--- src/rtl/ifetch_pkg.sv ---
// ifetch_pkg
// Shared definitions for the instruction-fetch stage: FSM state encoding,
// the default instruction word shown when IF/ID is empty, and the branch
// offset helper used by the decode-side outputs.
package ifetch_pkg;

    typedef enum logic [1:0] {
        ST_IDLE = 2'd0,
        ST_REQ  = 2'd1,
        ST_WAIT = 2'd2,
        ST_HOLD = 2'd3
    } ifetch_state_t;

    localparam logic [31:0] NOP_INSTR_DEFAULT = 32'h0000_0000;

    // sign_extend(instr[15:0]) << 2
    function automatic logic [31:0] branch_off(input logic [31:0] instr);
        return {{14{instr[15]}}, instr[15:0], 2'b00};
    endfunction

endpackage

--- src/rtl/ifetch_skid.sv ---
// ifetch_skid
// One-entry buffer that parks a returned instruction while decode is stalled
// and IF/ID is already occupied.
// Ports:
//   clk, rst_n       clock, asynchronous active-low reset
//   i_push           capture i_data/i_pc4/i_mis, mark full
//   i_pop            empty the buffer (consumed or discarded)
//   o_full           buffer holds a word
//   o_data/o_pc4/o_mis  buffered instruction, its PC+4, misaligned flag
module ifetch_skid (
    input  logic        clk,
    input  logic        rst_n,
    input  logic        i_push,
    input  logic        i_pop,
    input  logic [31:0] i_data,
    input  logic [31:0] i_pc4,
    input  logic        i_mis,
    output logic        o_full,
    output logic [31:0] o_data,
    output logic [31:0] o_pc4,
    output logic        o_mis
);

    logic        r_full;
    logic [31:0] r_data;
    logic [31:0] r_pc4;
    logic        r_mis;

    always_ff @(posedge clk or negedge rst_n) begin
        if (!rst_n) begin
            r_full <= 1'b0;
            r_data <= 32'd0;
            r_pc4  <= 32'd0;
            r_mis  <= 1'b0;
        end else if (i_push) begin
            r_full <= 1'b1;
            r_data <= i_data;
            r_pc4  <= i_pc4;
            r_mis  <= i_mis;
        end else if (i_pop) begin
            r_full <= 1'b0;
        end
    end

    assign o_full = r_full;
    assign o_data = r_data;
    assign o_pc4  = r_pc4;
    assign o_mis  = r_mis;

endmodule

--- src/rtl/ifetch.sv ---
// ifetch
// Instruction-fetch stage: issues one instruction-memory request at a time,
// loads the returned word into the IF/ID register, parks it in a skid buffer
// while decode stalls, and squashes fetches on flush.
// Ports:
//   clk, reset            clock, asynchronous active-low reset
//   pc, pc_plus_4         current PC and PC+4 from the PC logic
//   stall, flush          decode back-pressure, redirect
//   imem_req/imem_addr    request and word-aligned address
//   imem_ready            request accepted this cycle
//   imem_rvalid/imem_rdata  read data return
//   pc_advance            PC register enable
//   if_id_*               IF/ID pipeline register contents
//   branch_offset         sign-extended, word-scaled immediate of IF/ID instr
//   jump_target           26-bit jump field of IF/ID instr
//
// state | meaning
// IDLE  | just out of reset, no request yet
// REQ   | request presented, waiting for imem_ready
// WAIT  | request accepted, waiting for imem_rvalid (kill => discard it)
// HOLD  | returned word parked in skid buffer until stall drops
module ifetch
    import ifetch_pkg::*;
#(
    parameter logic [31:0] NOP_INSTR = NOP_INSTR_DEFAULT
) (
    input  logic        clk,
    input  logic        reset,
    input  logic [31:0] pc,
    input  logic [31:0] pc_plus_4,
    input  logic        stall,
    input  logic        flush,
    output logic        imem_req,
    output logic [31:0] imem_addr,
    input  logic        imem_ready,
    input  logic        imem_rvalid,
    input  logic [31:0] imem_rdata,
    output logic        pc_advance,
    output logic        if_id_valid,
    output logic [31:0] if_id_instr,
    output logic [31:0] if_id_pc_plus_4,
    output logic        if_id_misaligned,
    output logic [31:0] branch_offset,
    output logic [25:0] jump_target
);

    ifetch_state_t r_state;
    ifetch_state_t w_state_nxt;
    logic          r_kill;
    logic          w_kill_nxt;
    logic [31:0]   r_pend_pc4;
    logic          r_pend_mis;

    logic          w_accept;
    logic          w_load_mem;
    logic          w_load_skid;
    logic          w_skid_push;
    logic          w_skid_pop;
    logic          w_skid_full;
    logic [31:0]   w_skid_data;
    logic [31:0]   w_skid_pc4;
    logic          w_skid_mis;

    logic          r_if_valid;
    logic [31:0]   r_if_instr;
    logic [31:0]   r_if_pc4;
    logic          r_if_mis;

    always_ff @(posedge clk or negedge reset) begin
        if (!reset) begin
            r_state    <= ST_IDLE;
            r_kill     <= 1'b0;
            r_pend_pc4 <= 32'd0;
            r_pend_mis <= 1'b0;
        end else begin
            r_state <= w_state_nxt;
            r_kill  <= w_kill_nxt;
            if (w_accept) begin
                r_pend_pc4 <= pc_plus_4;
                r_pend_mis <= (pc[1:0] != 2'b00);
            end
        end
    end

    always_comb begin
        w_state_nxt = r_state;
        w_kill_nxt  = r_kill;
        w_accept    = 1'b0;
        w_load_mem  = 1'b0;
        w_load_skid = 1'b0;
        w_skid_push = 1'b0;
        w_skid_pop  = 1'b0;
        imem_req    = 1'b0;
        pc_advance  = 1'b0;
        case (r_state)
            ST_IDLE: begin
                w_state_nxt = ST_REQ;
            end
            ST_REQ: begin
                imem_req = 1'b1;
                if (imem_ready) begin
                    w_accept    = 1'b1;
                    w_state_nxt = ST_WAIT;
                    // a request accepted during a redirect fetches a stale PC
                    w_kill_nxt  = flush;
                end
            end
            ST_WAIT: begin
                if (imem_rvalid) begin
                    w_state_nxt = ST_REQ;
                    w_kill_nxt  = 1'b0;
                    if (!flush && !r_kill) begin
                        if (!stall || !r_if_valid) begin
                            w_load_mem = 1'b1;
                            pc_advance = 1'b1;
                        end else begin
                            w_skid_push = 1'b1;
                            w_state_nxt = ST_HOLD;
                        end
                    end
                end else if (flush) begin
                    w_kill_nxt = 1'b1;
                end
            end
            ST_HOLD: begin
                if (flush) begin
                    w_skid_pop  = 1'b1;
                    w_state_nxt = ST_REQ;
                end else if (!stall && w_skid_full) begin
                    w_load_skid = 1'b1;
                    w_skid_pop  = 1'b1;
                    pc_advance  = 1'b1;
                    w_state_nxt = ST_REQ;
                end
            end
            default: begin
                w_state_nxt = ST_IDLE;
            end
        endcase
    end

    ifetch_skid u_skid (
        .clk    (clk),
        .rst_n  (reset),
        .i_push (w_skid_push),
        .i_pop  (w_skid_pop),
        .i_data (imem_rdata),
        .i_pc4  (r_pend_pc4),
        .i_mis  (r_pend_mis),
        .o_full (w_skid_full),
        .o_data (w_skid_data),
        .o_pc4  (w_skid_pc4),
        .o_mis  (w_skid_mis)
    );

    // An empty IF/ID shows NOP_INSTR; pc_plus_4 is left as last loaded.
    always_ff @(posedge clk or negedge reset) begin
        if (!reset) begin
            r_if_valid <= 1'b0;
            r_if_instr <= NOP_INSTR;
            r_if_pc4   <= 32'd0;
            r_if_mis   <= 1'b0;
        end else if (flush) begin
            r_if_valid <= 1'b0;
            r_if_instr <= NOP_INSTR;
            r_if_mis   <= 1'b0;
        end else if (w_load_mem) begin
            r_if_valid <= 1'b1;
            r_if_instr <= imem_rdata;
            r_if_pc4   <= r_pend_pc4;
            r_if_mis   <= r_pend_mis;
        end else if (w_load_skid) begin
            r_if_valid <= 1'b1;
            r_if_instr <= w_skid_data;
            r_if_pc4   <= w_skid_pc4;
            r_if_mis   <= w_skid_mis;
        end else if (!stall) begin
            r_if_valid <= 1'b0;
            r_if_instr <= NOP_INSTR;
            r_if_mis   <= 1'b0;
        end
    end

    assign imem_addr        = {pc[31:2], 2'b00};
    assign if_id_valid      = r_if_valid;
    assign if_id_instr      = r_if_instr;
    assign if_id_pc_plus_4  = r_if_pc4;
    assign if_id_misaligned = r_if_mis;
    assign branch_offset    = branch_off(r_if_instr);
    assign jump_target      = r_if_instr[25:0];

endmodule

--- config.mk ---
export PLATFORM = sky130hd
export DESIGN_NAME = ifetch
export DESIGN_NICKNAME = d
export VERILOG_FILES = /design/src/rtl/ifetch_pkg.sv /design/src/rtl/ifetch_skid.sv /design/src/rtl/ifetch.sv
export SDC_FILE = /design/constraint.sdc
export NUM_CORES = 1
export LEC_CHECK = 0
export ABC_AREA = 1
export CAP_MARGIN = 30
export CORE_MARGIN = 4
export CORE_UTILIZATION = 40
export DETAILED_ROUTE_END_ITERATION = 8
export PLACE_DENSITY = 0.82
export SYNTH_ARGS = -nofsm -noshare
export SYNTH_HDL_FRONTEND = slang
export SYNTH_SLANG_ARGS = --single-unit
--- constraint.sdc ---
create_clock -name clk -period 2.41 [get_ports clk]
set_clock_uncertainty 0.1 [all_clocks]
set_input_delay 0.3615 -clock clk [delete_from_list [all_inputs] [get_ports clk]]
set_output_delay 0.3615 -clock clk [all_outputs]
set_load 0.05 [all_outputs]
==> metrics.cfg, run 1 <==
[final_layout]
seqCellArea_sq_um = 4200
multi_input_area_sq_um = 2630
area_growth_pct = 26.5
layout-drive-gt1-share_pct = 5.81
diodes = 0
n_fill_cell = 1850
num-nets-final = 1177

[sta]
setup_slack_ps = 228
slew_headroom_pct = 59.2
setup_tns_ps = 0
period_needed_ps = 2180
max_freq_ghz = 0.458
grt_setup_unrepaired = false
final-setup-viol-count = 0
hold_violations = 0
period_share_pct = 90.5
slew_viol_final = 0
worst_pin_slew_ps = 610

[global_routing]
grt_overflow = 0
grt_pass1_vias = 6280
grt_max_degree = 86
grt_pass1_wl_mm = 31.5
antenna_found_initial = 0
grtUsageTotal_pct = 17.3

[floorplanning]
rows = 52
initial_core_util_pct = 40.5
die_area_sq_um = 22800
ioPinCount = 260
core_sq_um = 20200
die-width_um = 151
die_y_um = 151

[placed_design]
place.gp.congestion = 0.784
io_buffer_count = 195
place_ws_ps = 161
post-dp-hpwl_mm = 12.9

[worst_setup_path]
start_kind = register
r2r_cells = 8
cp-end-kind = output pin
worstPathArrival_ps = 1720
worstSetupPathType = reg -> out
endpoint = pc_advance
cp_max_fo = 4
reg2reg_setup_slack_ps = 470
r2r-start = r_state[0]$_DFFE_PN0P_
r2r_end = u_skid.o_pc4[3]$_DFFE_PN0P_
startpoint = r_state[0]$_DFFE_PN0P_
critPathRequiredTime_ps = 1950

[clock_network]
cts_buffer_depth = 2
path_clk_slew_ps = 70
cts_buffers = 17
h-tree-depth = 4
cts_tree = done
root_buffer = clkbuf_16
cts_sinks = 168
clk_latency_ps = 420

[synthesis]
synth-edff-count = 0
ys_seq_area_share_pct = 51.4
yosys.area.top_type = dfrtp_1
synth_commonest_cells = 241 x nand2_1, 168 x dfrtp_1, 130 x nand3_1, 117 x o21ai_0, 107 x inv_1
yosysWarnings = 0
ys_ff_latch = 168
synth.cell_area_sq_um = 8170
postSynthCellCount = 990
async_flop_share_pct = 100
synth_area_leaders = dfrtp_1 51%, nand2_1 11%, buf_4 8.5%
syn_avg_cell_area_sq_um = 8.25
synth_most_common_cell = nand2_1
synthFlopType = dfrtp_1
ys_types = 22
synth_top_area_share_pct = 51.4

[routing]
ant_nets = 0
via_count = 6580
drc_errors = 0
finalWirelength_mm = 19.5
avgRoutedWirePerCell_um = 14.4
drtIter0Drc = 406
drtPass1Iterations = 5
viasPerCell = 4.86

[worst_hold_path]
hold_path.class = in -> async

[run_status]
status = complete, no violations

[power]
pwr_density_cell_nw_per_um2 = 905
power_leakage_nw = 5.31
power_mw = 9.36
ir_drop_mv = 0.474

[run]
maxCapViolCount = 0

cell type report:
cell class | count | area share [%]
Multi-Input combinational cell | 562 | 25.4
Timing Repair Buffer | 214 | 21.4
Clock buffer | 21 | 4.45
Clock inverter | 11 | 0.883
Tap cell | 270 | 3.27
Inverter | 109 | 3.96
Sequential cell | 168 | 40.7
through the flow:
stage | utilization, % | area (sq um) | instances | hold slack [ps]
floorplan | - | 8180 | 993 | -34.1
global placement | 48.5 | 9780 | 1322 | 220
detailed placement | 48.5 | 9780 | 1322 | 226
CTS | 51.2 | 10300 | 1355 | 334
global route | 51.3 | 10300 | 1355 | 369
finish | 51.3 | 10300 | 1355 | 336
cell usage in the layout (no fill, tap or decap), drive strengths merged:
cell type,count
conb,4
dlygate4sd3,1
o21ai,138
nor2,7
buf,20
nand2,244
nand3,131
a21oi,1
clkdlybuf4s50,175
dlymetal6s2s,6
clkinv,5
ha,3
inv,113
clkinvlp,2
dlygate4sd2,12
o211ai,1
dfrtp,168
nand4,33
clkbuf,21
critical path, cell delays in order (launching register included):
cell,delay [ps]
dfrtp_1,400
inv_1,80
ha_1,220
nand2_2,100
nor2_4,150
nand2_4,100
nand2_4,100
buf_12,140
power by group:
part / internal, mW / leakage, nW / switching, mW
Sequential: 3.38 / 2.27 / 0.258
Combinational: 0.986 / 2.78 / 2.17
Clock: 1.40 / 0.268 / 1.17
Total: 5.76 / 5.31 / 3.60
sequential cells by signal, indices dropped and copies added, names as in the netlist:
signal and flops:
if_id_instr 32, if_id_misaligned 1, if_id_pc_plus_4 32, if_id_valid 1, r_kill 1, r_pend_mis 1
r_pend_pc4 32, r_state 2, u_skid.o_data 32, u_skid.o_full 1, u_skid.o_mis 1, u_skid.o_pc4 32
metal layers:
| metal | vias up | share of wire (%) | global-route usage, % |
|---|---|---|---|
| li1 | 3247 | - | - |
| met1 | 3091 | 43 | 22.3 |
| met2 | 219 | 48 | 28.6 |
| met3 | 23 | 7.1 | 4.70 |
| met4 | 0 | 1.9 | 5.08 |
| met5 | - | 0 | 0 |
how the worst min path moves through the flow:
stage,from,end,slack (ps),cells past startpoint
global route,reset,r_pend_pc4[15]$_DFFE_PN0P_,370,2
global placement,reset,if_id_pc_plus_4[15]$_DFFE_PN0P_,220,1
finish,reset,if_id_pc_plus_4[14]$_DFFE_PN0P_,340,2
CTS,reset,if_id_pc_plus_4[14]$_DFFE_PN0P_,330,2
detailed placement,reset,r_pend_pc4[15]$_DFFE_PN0P_,230,1
floorplan,reset,if_id_instr[0]$_DFFE_PN0P_,-30,0
repair_timing:
action                                  4_1_cts  5_1_grt
hold endpoints to repair                     45        0
buffers inserted                              0        0
hold buffers                                  1        0
endpoints found under the setup margin       18        6
resized for setup                            12        6
cell families after synthesis:
group | Yosys count | share of synthesized area [%]
AOI/OAI and AO/OA | 140 | 8.65
adders and majority gates | 3 | 0.459
buffers and inverters | 263 | 17.0
DFF | 168 | 51.4
other | 1 | 0.0459
and+or+nand+nor | 415 | 22.4
Note: power is estimated with default switching activity, not from simulation.
==> run 2: changes to the inputs <==
- CTS_CLUSTER_SIZE: unset -> 16
- PLACE_DENSITY: 0.82 -> 0.75
==> run 2 against run 1 <==
Against the previous run: core utilization increased by 0.53 points; cell count increased by 0.66%; combinational power barely moved; highest routed layer unchanged; power is 3.2% higher; largest cell class unchanged; critical path type unchanged.
==> metrics.cfg, run 2 (synthesized netlist as in run 1, its figures left out) <==
[run_status]
status = complete, no violations

[sta]
grt_setup_unrepaired = false
hold_violations = 0  ; unchanged
period_needed_ps = 2260  ; +82.0 ps
whs_ps = 339  ; +3.11 ps
slew_viol_final = 0  ; unchanged
setup_tns_ps = 0  ; unchanged
final-setup-viol-count = 0  ; unchanged
worst_pin_slew_ps = 589  ; -21.1 ps
period_share_pct = 93.9  ; +3.4 points
slew_headroom_pct = 60.6  ; +1.4 points
max_freq_ghz = 0.442  ; -3.6%

[floorplanning]
ioPinCount = 260  ; unchanged
core_sq_um = 20200  ; unchanged
rows = 52  ; unchanged
initial_core_util_pct = 40.5  ; unchanged
die-width_um = 151  ; unchanged
die_area_sq_um = 22800  ; unchanged
die_y_um = 151  ; unchanged

[final_layout]
final_common_cell = nand2_1
n_fill_cell = 1905  ; +3.0%
stdcell_count = 1364  ; +0.66%
fin_area_sq_um = 10400  ; +1.0%
final_cell_mix = 240 x nand2_1, 175 x clkdlybuf4s50_1, 168 x dfrtp_1, 130 x nand3_1, 117 x o21ai_0
layout-drive-gt1-share_pct = 6.76  ; +0.96 points
diodes = 0  ; unchanged
num-nets-final = 1186  ; +0.76%
fin_util_pct = 51.8  ; +0.53 points
area_growth_pct = 27.8

[worst_setup_path]
start_kind = register
cp_max_fo = 14  ; +10
path_delay_family = simple AND/OR/NAND/NOR gates
worst-path-stages = 7  ; unchanged
path_buf_inv = 2  ; unchanged
reg2reg_setup_slack_ps = 460  ; about the same
r2r_end = u_skid.o_data[3]$_DFFE_PN0P_
critPathRequiredTime_ps = 1950  ; about the same
startpoint = r_state[0]$_DFFE_PN0P_
slowest_delay_ps = 400  ; about the same
r2r_cells = 9  ; +1
worstPathArrival_ps = 1800  ; +80 ps
cp-end-kind = output pin
worstSetupPathType = reg -> out
endpoint = pc_advance
slowest_stage = dfrtp_1
r2r-start = r_state[0]$_DFFE_PN0P_
cp_cell_sequence = inv_1, ha_1, nand2_2, nor2_4, nand2_8, nand2_4, buf_12

[routing]
finalWirelength_mm = 19.1  ; -2.1%
top_layer_used = met4
viasPerCell = 4.80  ; -1.2%
met2_length_mm = 9.21  ; -2.5%
ant_nets = 0  ; unchanged
drtIter0Drc = 400  ; -1.5%
via_count = 6546  ; -0.52%
drtPass1Iterations = 5  ; unchanged
wirelength_met1_mm = 8.15  ; -1.8%
met3_length_mm = 1.24  ; -10%
drc_errors = 0  ; unchanged
avgRoutedWirePerCell_um = 14.0  ; -2.8%

[global_routing]
grt_max_degree = 79  ; -8.1%
grt_pass1_vias = 6217  ; -1.0%
grtUsageTotal_pct = 17.3  ; about the same
grt_overflow = 0  ; unchanged
antenna_found_initial = 0  ; unchanged
grt_pass1_wl_mm = 31.5  ; about the same

[placed_design]
placed_cell_area_sq_um = 9820  ; +0.41%
post-dp-hpwl_mm = 13.0  ; +1.5%
io_buffer_count = 195  ; unchanged
dp_cells = 1329  ; +0.53%
place.gp.congestion = 0.757  ; -3.6%

[clock_network]
path_clk_slew_ps = 70  ; about the same
cts_sinks = 168  ; unchanged
h-tree-depth = 4  ; unchanged
root_buffer = clkbuf_16
cts_buffers = 17  ; unchanged
clk_latency_ps = 420  ; about the same
cts_buffer_depth = 2  ; unchanged
cts_tree = done

[worst_hold_path]
hold_path.class = in -> async

[power]
power_leakage_nw = 5.29  ; -0.43%
ir_drop_mv = 0.564  ; +19%
pwr_density_cell_nw_per_um2 = 925  ; +2.1%

[run]
maxCapViolCount = 0  ; unchanged

==> run 2: cell types whose count changed in the layout (fill, tap and decap cells not counted), sizes merged <==
cell          delta
clkbuf           -3
bufinv           +2
dlygate4sd2      +6
dlymetal6s2s     -6
clkinv           -3
inv              +4
buf              +9
==> run 2: area by class of cell <==
class	count	area, sq um	share of cell area, %
flip-flops and latches	168	4200	40.2
repair buffers	223	2240	21.5
well taps	270	338	3.23
multi-input cells	562	2640	25.2
clock inverters	14	178	1.70
inverters	109	409	3.92
clock buffers	18	439	4.20
==> run 2: timing repair <==
| item | CTS | global route |
|---|---|---|
| pin swaps | 0 | 1 |
| buffers inserted | 0 | 2 |
| hold endpoints to repair | 44 | 0 |
| resized for setup | 18 | 1 |
| hold buffers | 1 | 0 |
| endpoints found under the setup margin | 18 | 1 |
==> run 2: worst min path at each step <==
| stage | from | to | slack [ps] | depth (start not counted) |
|---|---|---|---|---|
| floorplan | reset | if_id_instr[0]$_DFFE_PN0P_ | -30 | 0 |
| global placement | reset | r_pend_pc4[14]$_DFFE_PN0P_ | 240 | 1 |
| detailed placement | reset | u_skid.o_pc4[13]$_DFFE_PN0P_ | 240 | 1 |
| CTS | reset | u_skid.o_pc4[15]$_DFFE_PN0P_ | 350 | 2 |
| global route | reset | u_skid.o_pc4[13]$_DFFE_PN0P_ | 390 | 2 |
| finish | reset | r_pend_pc4[15]$_DFFE_PN0P_ | 340 | 2 |
==> run 2: per-layer routing <==
layer  vias to the layer above  global-route usage [%]
met4                         0                    6.62
met1                      3050                    22.4
met2                       208                    28.5
li1                       3258                       -
met5                         -                       0
met3                        30                    3.62
==> run 2: through the flow <==
step / worst slack [ps] / power, mW
floorplan: 438 / 5.92
global placement: 295 / 6.86
detailed placement: 278 / 6.92
CTS: 55.7 / 9.78
global route: 22.0 / 10.2
finish: 146 / 9.66
==> run 2: power by group <==
| group | internal (mW) | switching (mW) |
|---|---|---|
| registers | 3.38 | 0.287 |
| logic | 1.00 | 2.16 |
| clock network | 1.60 | 1.22 |
| total | 5.98 | 3.67 |
